<file path="src/rtl/zigbee_tx_chip_modulator.sv">
// 802.15.4 transmit chip generator: preamble, SFD and FIFO payload symbols are
// spread to 32-chip PN sequences and emitted with their MSK direction bit.
module zigbee_tx_chip_modulator #(
  parameter int          DATA_SIZE_BIT = 2,
  parameter int          PREAMBLE_SYMS = 8,
  parameter logic [7:0]  SFD_BYTE      = 8'hA7,
  parameter logic [31:0] CHIP_SEQ0     = 32'h744AC39B
) (
  input  logic                          i_clk,
  input  logic                          i_rst,
  input  logic                          i_chip_tick,
  input  logic                          i_start,
  input  logic [(2**DATA_SIZE_BIT)-1:0] i_fifo_data,
  input  logic                          i_fifo_empty,
  output logic                          o_fifo_rd,
  output logic                          o_chip,
  output logic                          o_dir,
  output logic                          o_chip_valid,
  output logic                          o_busy,
  output logic                          o_done
);

  typedef enum logic [1:0] {
    ST_IDLE     = 2'd0,
    ST_PREAMBLE = 2'd1,
    ST_SFD      = 2'd2,
    ST_PAYLOAD  = 2'd3
  } state_t;

  localparam logic [7:0] PRE_LAST = 8'(PREAMBLE_SYMS - 1);

  // Symbols 0..7 rotate seq0 by 4 chips each; 8..15 additionally invert odd chips.
  function automatic logic spread_chip(input logic [3:0] sym, input logic [4:0] idx);
    logic [4:0] pos;
    pos = idx - {sym[2:0], 2'b00};
    return CHIP_SEQ0[pos] ^ (sym[3] & idx[0]);
  endfunction

  state_t      state_q, state_d;
  logic [4:0]  chip_idx_q, chip_idx_d;
  logic [7:0]  sym_cnt_q, sym_cnt_d;
  logic [3:0]  cur_sym_q, cur_sym_d;
  logic [3:0]  next_sym_q, next_sym_d;
  logic        more_q, more_d;
  logic        prev_chip_q, prev_chip_d;
  logic        cap_q, cap_d;
  logic        done_pend_q, done_pend_d;
  logic        chip_q, chip_d;
  logic        dir_q, dir_d;
  logic        valid_q, valid_d;
  logic        rd_q, rd_d;
  logic        busy_q, busy_d;
  logic        done_q, done_d;
  logic        chip_now_s;
  logic        prefetch_slot_s;

  // Next-state, chip emission and FIFO prefetch logic.
  always_comb begin
    state_d     = state_q;
    chip_idx_d  = chip_idx_q;
    sym_cnt_d   = sym_cnt_q;
    cur_sym_d   = cur_sym_q;
    more_d      = more_q;
    prev_chip_d = prev_chip_q;
    cap_d       = rd_q;
    done_pend_d = 1'b0;
    chip_d      = chip_q;
    dir_d       = dir_q;
    valid_d     = 1'b0;
    rd_d        = 1'b0;
    chip_now_s  = spread_chip(cur_sym_q, chip_idx_q);
    prefetch_slot_s = (state_q == ST_PAYLOAD) ||
                      ((state_q == ST_SFD) && (sym_cnt_q == 8'd0));

    // FIFO data is valid the cycle after the read pulse.
    if (cap_q) begin
      next_sym_d = 4'(i_fifo_data);
    end else begin
      next_sym_d = next_sym_q;
    end

    if (state_q == ST_IDLE) begin
      if (i_start && !i_fifo_empty) begin
        state_d     = ST_PREAMBLE;
        chip_idx_d  = 5'd0;
        sym_cnt_d   = 8'd0;
        cur_sym_d   = 4'h0;
        more_d      = 1'b0;
        prev_chip_d = 1'b0;
      end else begin
        state_d = ST_IDLE;
      end
    end else if (i_chip_tick) begin
      chip_d      = chip_now_s;
      dir_d       = chip_now_s ^ prev_chip_q ^ chip_idx_q[0];
      prev_chip_d = chip_now_s;
      valid_d     = 1'b1;
      chip_idx_d  = chip_idx_q + 5'd1;

      if ((chip_idx_q == 5'd28) && prefetch_slot_s) begin
        if (!i_fifo_empty) begin
          rd_d   = 1'b1;
          more_d = 1'b1;
        end else begin
          more_d = 1'b0;
        end
      end else begin
        rd_d = 1'b0;
      end

      if (chip_idx_q == 5'd31) begin
        case (state_q)
          ST_PREAMBLE: begin
            if (sym_cnt_q == PRE_LAST) begin
              state_d   = ST_SFD;
              sym_cnt_d = 8'd0;
              cur_sym_d = SFD_BYTE[3:0];
            end else begin
              sym_cnt_d = sym_cnt_q + 8'd1;
              cur_sym_d = 4'h0;
            end
          end
          ST_SFD: begin
            if (sym_cnt_q == 8'd0) begin
              sym_cnt_d = 8'd1;
              cur_sym_d = SFD_BYTE[7:4];
            end else if (more_q) begin
              state_d   = ST_PAYLOAD;
              cur_sym_d = next_sym_q;
              more_d    = 1'b0;
            end else begin
              state_d     = ST_IDLE;
              done_pend_d = 1'b1;
            end
          end
          ST_PAYLOAD: begin
            if (more_q) begin
              cur_sym_d = next_sym_q;
              more_d    = 1'b0;
            end else begin
              state_d     = ST_IDLE;
              done_pend_d = 1'b1;
            end
          end
          default: begin
            state_d = ST_IDLE;
          end
        endcase
      end else begin
        cur_sym_d = cur_sym_q;
      end
    end else begin
      state_d = state_q;
    end

    // Busy covers the final chip's valid cycle; done follows one clock later.
    busy_d = (state_d != ST_IDLE) || (state_q != ST_IDLE);
    done_d = done_pend_q;
  end

  // State and output registers.
  always_ff @(posedge i_clk or posedge i_rst) begin
    if (i_rst) begin
      state_q     <= ST_IDLE;
      chip_idx_q  <= 5'd0;
      sym_cnt_q   <= 8'd0;
      cur_sym_q   <= 4'h0;
      next_sym_q  <= 4'h0;
      more_q      <= 1'b0;
      prev_chip_q <= 1'b0;
      cap_q       <= 1'b0;
      done_pend_q <= 1'b0;
      chip_q      <= 1'b0;
      dir_q       <= 1'b0;
      valid_q     <= 1'b0;
      rd_q        <= 1'b0;
      busy_q      <= 1'b0;
      done_q      <= 1'b0;
    end else begin
      state_q     <= state_d;
      chip_idx_q  <= chip_idx_d;
      sym_cnt_q   <= sym_cnt_d;
      cur_sym_q   <= cur_sym_d;
      next_sym_q  <= next_sym_d;
      more_q      <= more_d;
      prev_chip_q <= prev_chip_d;
      cap_q       <= cap_d;
      done_pend_q <= done_pend_d;
      chip_q      <= chip_d;
      dir_q       <= dir_d;
      valid_q     <= valid_d;
      rd_q        <= rd_d;
      busy_q      <= busy_d;
      done_q      <= done_d;
    end
  end

  assign o_fifo_rd    = rd_q;
  assign o_chip       = chip_q;
  assign o_dir        = dir_q;
  assign o_chip_valid = valid_q;
  assign o_busy       = busy_q;
  assign o_done       = done_q;

endmodule

</file>
<file path="config.mk">
export PLATFORM = sky130hd
export DESIGN_NAME = zigbee_tx_chip_modulator
export DESIGN_NICKNAME = d
export VERILOG_FILES = /design/src/rtl/zigbee_tx_chip_modulator.sv
export SDC_FILE = /design/constraint.sdc
export NUM_CORES = 1
export LEC_CHECK = 0
export ABC_AREA = 1
export CORE_ASPECT_RATIO = 0.8
export CORE_MARGIN = 2
export CORE_UTILIZATION = 44
export DETAILED_ROUTE_END_ITERATION = 12
export SLEW_MARGIN = 10
export SYNTH_ARGS = -nofsm -noshare
export SYNTH_HDL_FRONTEND = slang
export SYNTH_SLANG_ARGS = --single-unit
export TNS_END_PERCENT = 100
</file>
<file path="constraint.sdc">
create_clock -name i_clk -period 2 [get_ports i_clk]
set_input_delay 0.4 -clock i_clk [delete_from_list [all_inputs] [get_ports i_clk]]
set_output_delay 0.4 -clock i_clk [all_outputs]
set_load 0.005 [all_outputs]
</file>
==> summary.md <==
| Metric | Value |
|---|---|
| Status | `complete, no violations` |
| Synth Flop Type | `dfrtp_1` |
| Clk_skew | `0.00606 ns` |
| Largest buffer count on any clock path | `2` |
| Critical Path Start Type | `flop` |
| Total CTS buffers | `5` |
| Area share of the leading cell type in the synthesized netlist | `42.5%` |
| CP Max Fanout | `3` |
| Cell Area, Synth | `1940 um^2` |
| Most frequent cell after synthesis | `nand2_1` |
| Clk sinks | `33` |
| Chip Width | `78.3 um` |
| Worst-path clk slew | `0.07 ns` |
| Worst Path Arrival | `2.12 ns` |
| Vias | `1621` |
| Crit Path Class | `flop to flop` |
| Yosys warns | `0` |
| Routability cong. | `0.928` |
| Largest net degree at the start of global routing | `34` |
| Synth unique cells | `31` |
| Synthesized Nets | `254` |
| PwrDens | `906 nW/um^2` |
| Post-layout min period | `1.93 ns` |
| Endpoint, Worst Hold | `o_done$_DFF_PP0_` |
| CTS tree | `yes` |
| Vias in the first global route | `1533` |
| Synth top area cells | `dfrtp_1, nand2_1, inv_1` |
| Row count | `21` |
| WL final | `4280 um` |
| Placed insts | `315` |
| Initial antenna violation count | `0` |
| Mean post-synth cell area | `8.19 um^2` |
| CP Capture Type | `flop` |
| Initial Utilization | `46.2%` |
| DRC Markers | `0` |
| Tightest Pin Transition | `0.413 ns` |
| Die area | `4960 um^2` |
| Latest clock arrival within the worst-skew pair | `0.29 ns` |
| Fin Setup TNS | `0 ns` |
| FF-to-FF End | `o_dir$_DFFE_PP0P_` |
| Slew HR | `72.5%` |
| Initial DRC Count | `197` |
| Number of diodes | `0` |
| Max Clk Rate | `517 MHz` |
| Final Power | `2.13 mW` |
| Die Ht | `63.4 um` |
| Maxcap violations | `0` |
| First-pass GRT wire length | `7420 um` |
| Hold path cells | `0` |
| P_leak | `1.15 nW` |
| Slew Viols, Final | `0` |
| Routed length per placed instance | `13.2 um` |
| CTS Root Cell | `clkbuf_8` |
| Post-detail-place hpwl | `3220 um` |
| Min-delay src | `done_d$_DFF_PP0_` |
| Slowest cell on the critical path | `fa_2` |
| Fin util | `55.9%` |
| Count of final hold-check violations | `0` |
| GRT overflow | `0` |
| Final Setup Violations | `0` |
| Reg2reg path depth | `13` |
| Synth Instances | `237` |
| # H-tree levels | `2` |
| Tcrit/Tclk final | `96.7%` |
| Reg2Reg Setup Slack | `0.07 ns` |
| Cell breakdown of the critical path | `inv_2, ha_4, inv_2, fa_2, inv_2, nand3_1, nand2_1, nand2_2, nand2_2, nand2_2, nand3_1, nand3_1, nand2_1` |
| Layout area overhead | `21.0%` |
| Synth top cells by count | `nand2_1, dfrtp_1, inv_1` |
| Fraction of registers with async set or reset after synthesis | `100%` |
| Vias per cell | `5.00` |
| Critical R2R Launch | `chip_idx_q[2]$_DFFE_PP0P_` |
| CORE AREA | `4200 um^2` |
| I/O Buffers | `14` |
| Area leader, netlist | `dfrtp_1` |
| Share of cells above drive strength 1 | `19.1%` |
| Critical Path RT | `2.19 ns` |
| EDFF count, synth | `0` |
| VDD IR max | `0.501 mV` |
| Worst hold path type | `flop to flop` |
| Synthesized flop and latch total | `33` |
| GRT Resource Usage Total | `19.9%` |
| Filler cells | `388` |
| ANT nets after route | `0` |
| CP max stage delay | `0.56 ns` |
| Nets@finish | `283` |
| I/O Pins | `15` |
| Layout Cells excl Fill | `324` |
| First drt pass iteration count | `4` |
| Post-synthesis sequential area ratio | `42.5%` |
-- cell usage in the layout (no fill, tap or decap), drive strengths merged, types with 7 or more instances in the layout --
cell | netlist | final
clkdlybuf4s50 | 0 | 14
buf | 1 | 9
nor3 | 8 | 8
nor2 | 15 | 15
ha | 7 | 7
dfrtp | 33 | 33
inv | 38 | 38
o21ai | 18 | 18
nand2 | 63 | 63
clkbuf | 0 | 7
nand3 | 27 | 27
-- metrics by stage --
stage               hold WS (ns)  setup slack [ns]  instance area (um^2)
floorplan                  0.331             0.159                  1940
global placement           0.333            0.0200                  2190
detailed placement         0.336          -0.00390                  2190
CTS                        0.350            0.0604                  2310
global route               0.366           -0.0163                  2350
finish                     0.347            0.0655                  2350
-- power by group --
part | total (mW) | leakage (nW) | internal, mW | switching (mW)
sequential | 0.791 | 0.436 | 0.735 | 0.0558
combinational | 0.677 | 0.651 | 0.291 | 0.385
clock | 0.660 | 0.0585 | 0.406 | 0.254
total | 2.13 | 1.15 | 1.43 | 0.695
-- sequential cells by signal (all words and copies together), names as in the netlist, 2 cells and up --
name,flops
cur_sym_q,4
chip_idx_q,5
state_q,2
sym_cnt_q,8
next_sym_q,4
-- critical path: cells and delay by family (launching register included) --
kind                     cells  cell delay (ns)
adder cells (fa/ha/maj)      2             0.70
buffers and inverters        3             0.17
flip-flops                   1             0.39
AND/OR/NAND/NOR              8             0.56
-- logic make-up after synthesis --
logic type / synth area share [%]
AOI/OAI and AO/OA: 10.6
xor gates and xnor gates: 2.71
adders and majority gates: 5.54
buffers and inverters: 8.89
DFF: 42.5
muxes: 1.16
and+or+nand+nor: 28.5
-- worst max-delay path by stage --
stage	startpoint	cells past startpoint	endpoint
detailed placement	i_fifo_empty	9	sym_cnt_q[2]$_DFFE_PP0P_
floorplan	chip_idx_q[2]$_DFFE_PP0P_	13	o_dir$_DFFE_PP0P_
global placement	i_fifo_empty	9	sym_cnt_q[2]$_DFFE_PP0P_
CTS	chip_idx_q[2]$_DFFE_PP0P_	13	o_dir$_DFFE_PP0P_
global route	chip_idx_q[2]$_DFFE_PP0P_	13	o_dir$_DFFE_PP0P_
finish	chip_idx_q[2]$_DFFE_PP0P_	13	o_dir$_DFFE_PP0P_
-- area by class of cell --
cell class / instances / area (um^2) / area share, %
clock buffer: 7 / 86.3 / 3.67
clock inverter: 1 / 30.0 / 1.28
inverter: 38 / 153 / 6.50
multi-input combinational: 165 / 976 / 41.5
sequential: 33 / 826 / 35.1
tap: 57 / 71.3 / 3.04
timing repair buffer: 23 / 208 / 8.84
-- layer usage --
| layer | GRT usage, % | routed length, um | up-vias | part of all wire, % |
|---|---|---|---|---|
| met2 | 25.3 | 1680 | 58 | 39 |
| li1 | - | - | 829 | - |
| met1 | 31.6 | 2200 | 725 | 51 |
| met4 | 8.33 | 70 | 0 | 1.6 |
| met3 | 4.30 | 328 | 9 | 7.7 |
| met5 | 0 | 0 | - | 0 |
-- timing repair --
item | 4_1_cts | 5_1_grt
hold buffers | 0 | 0
resized for setup | 0 | 12
hold endpoints to repair | 0 | 0
setup buffers | 0 | 1
setup endpoints to repair | 0 | 3
(Power assumes the default switching activity.)
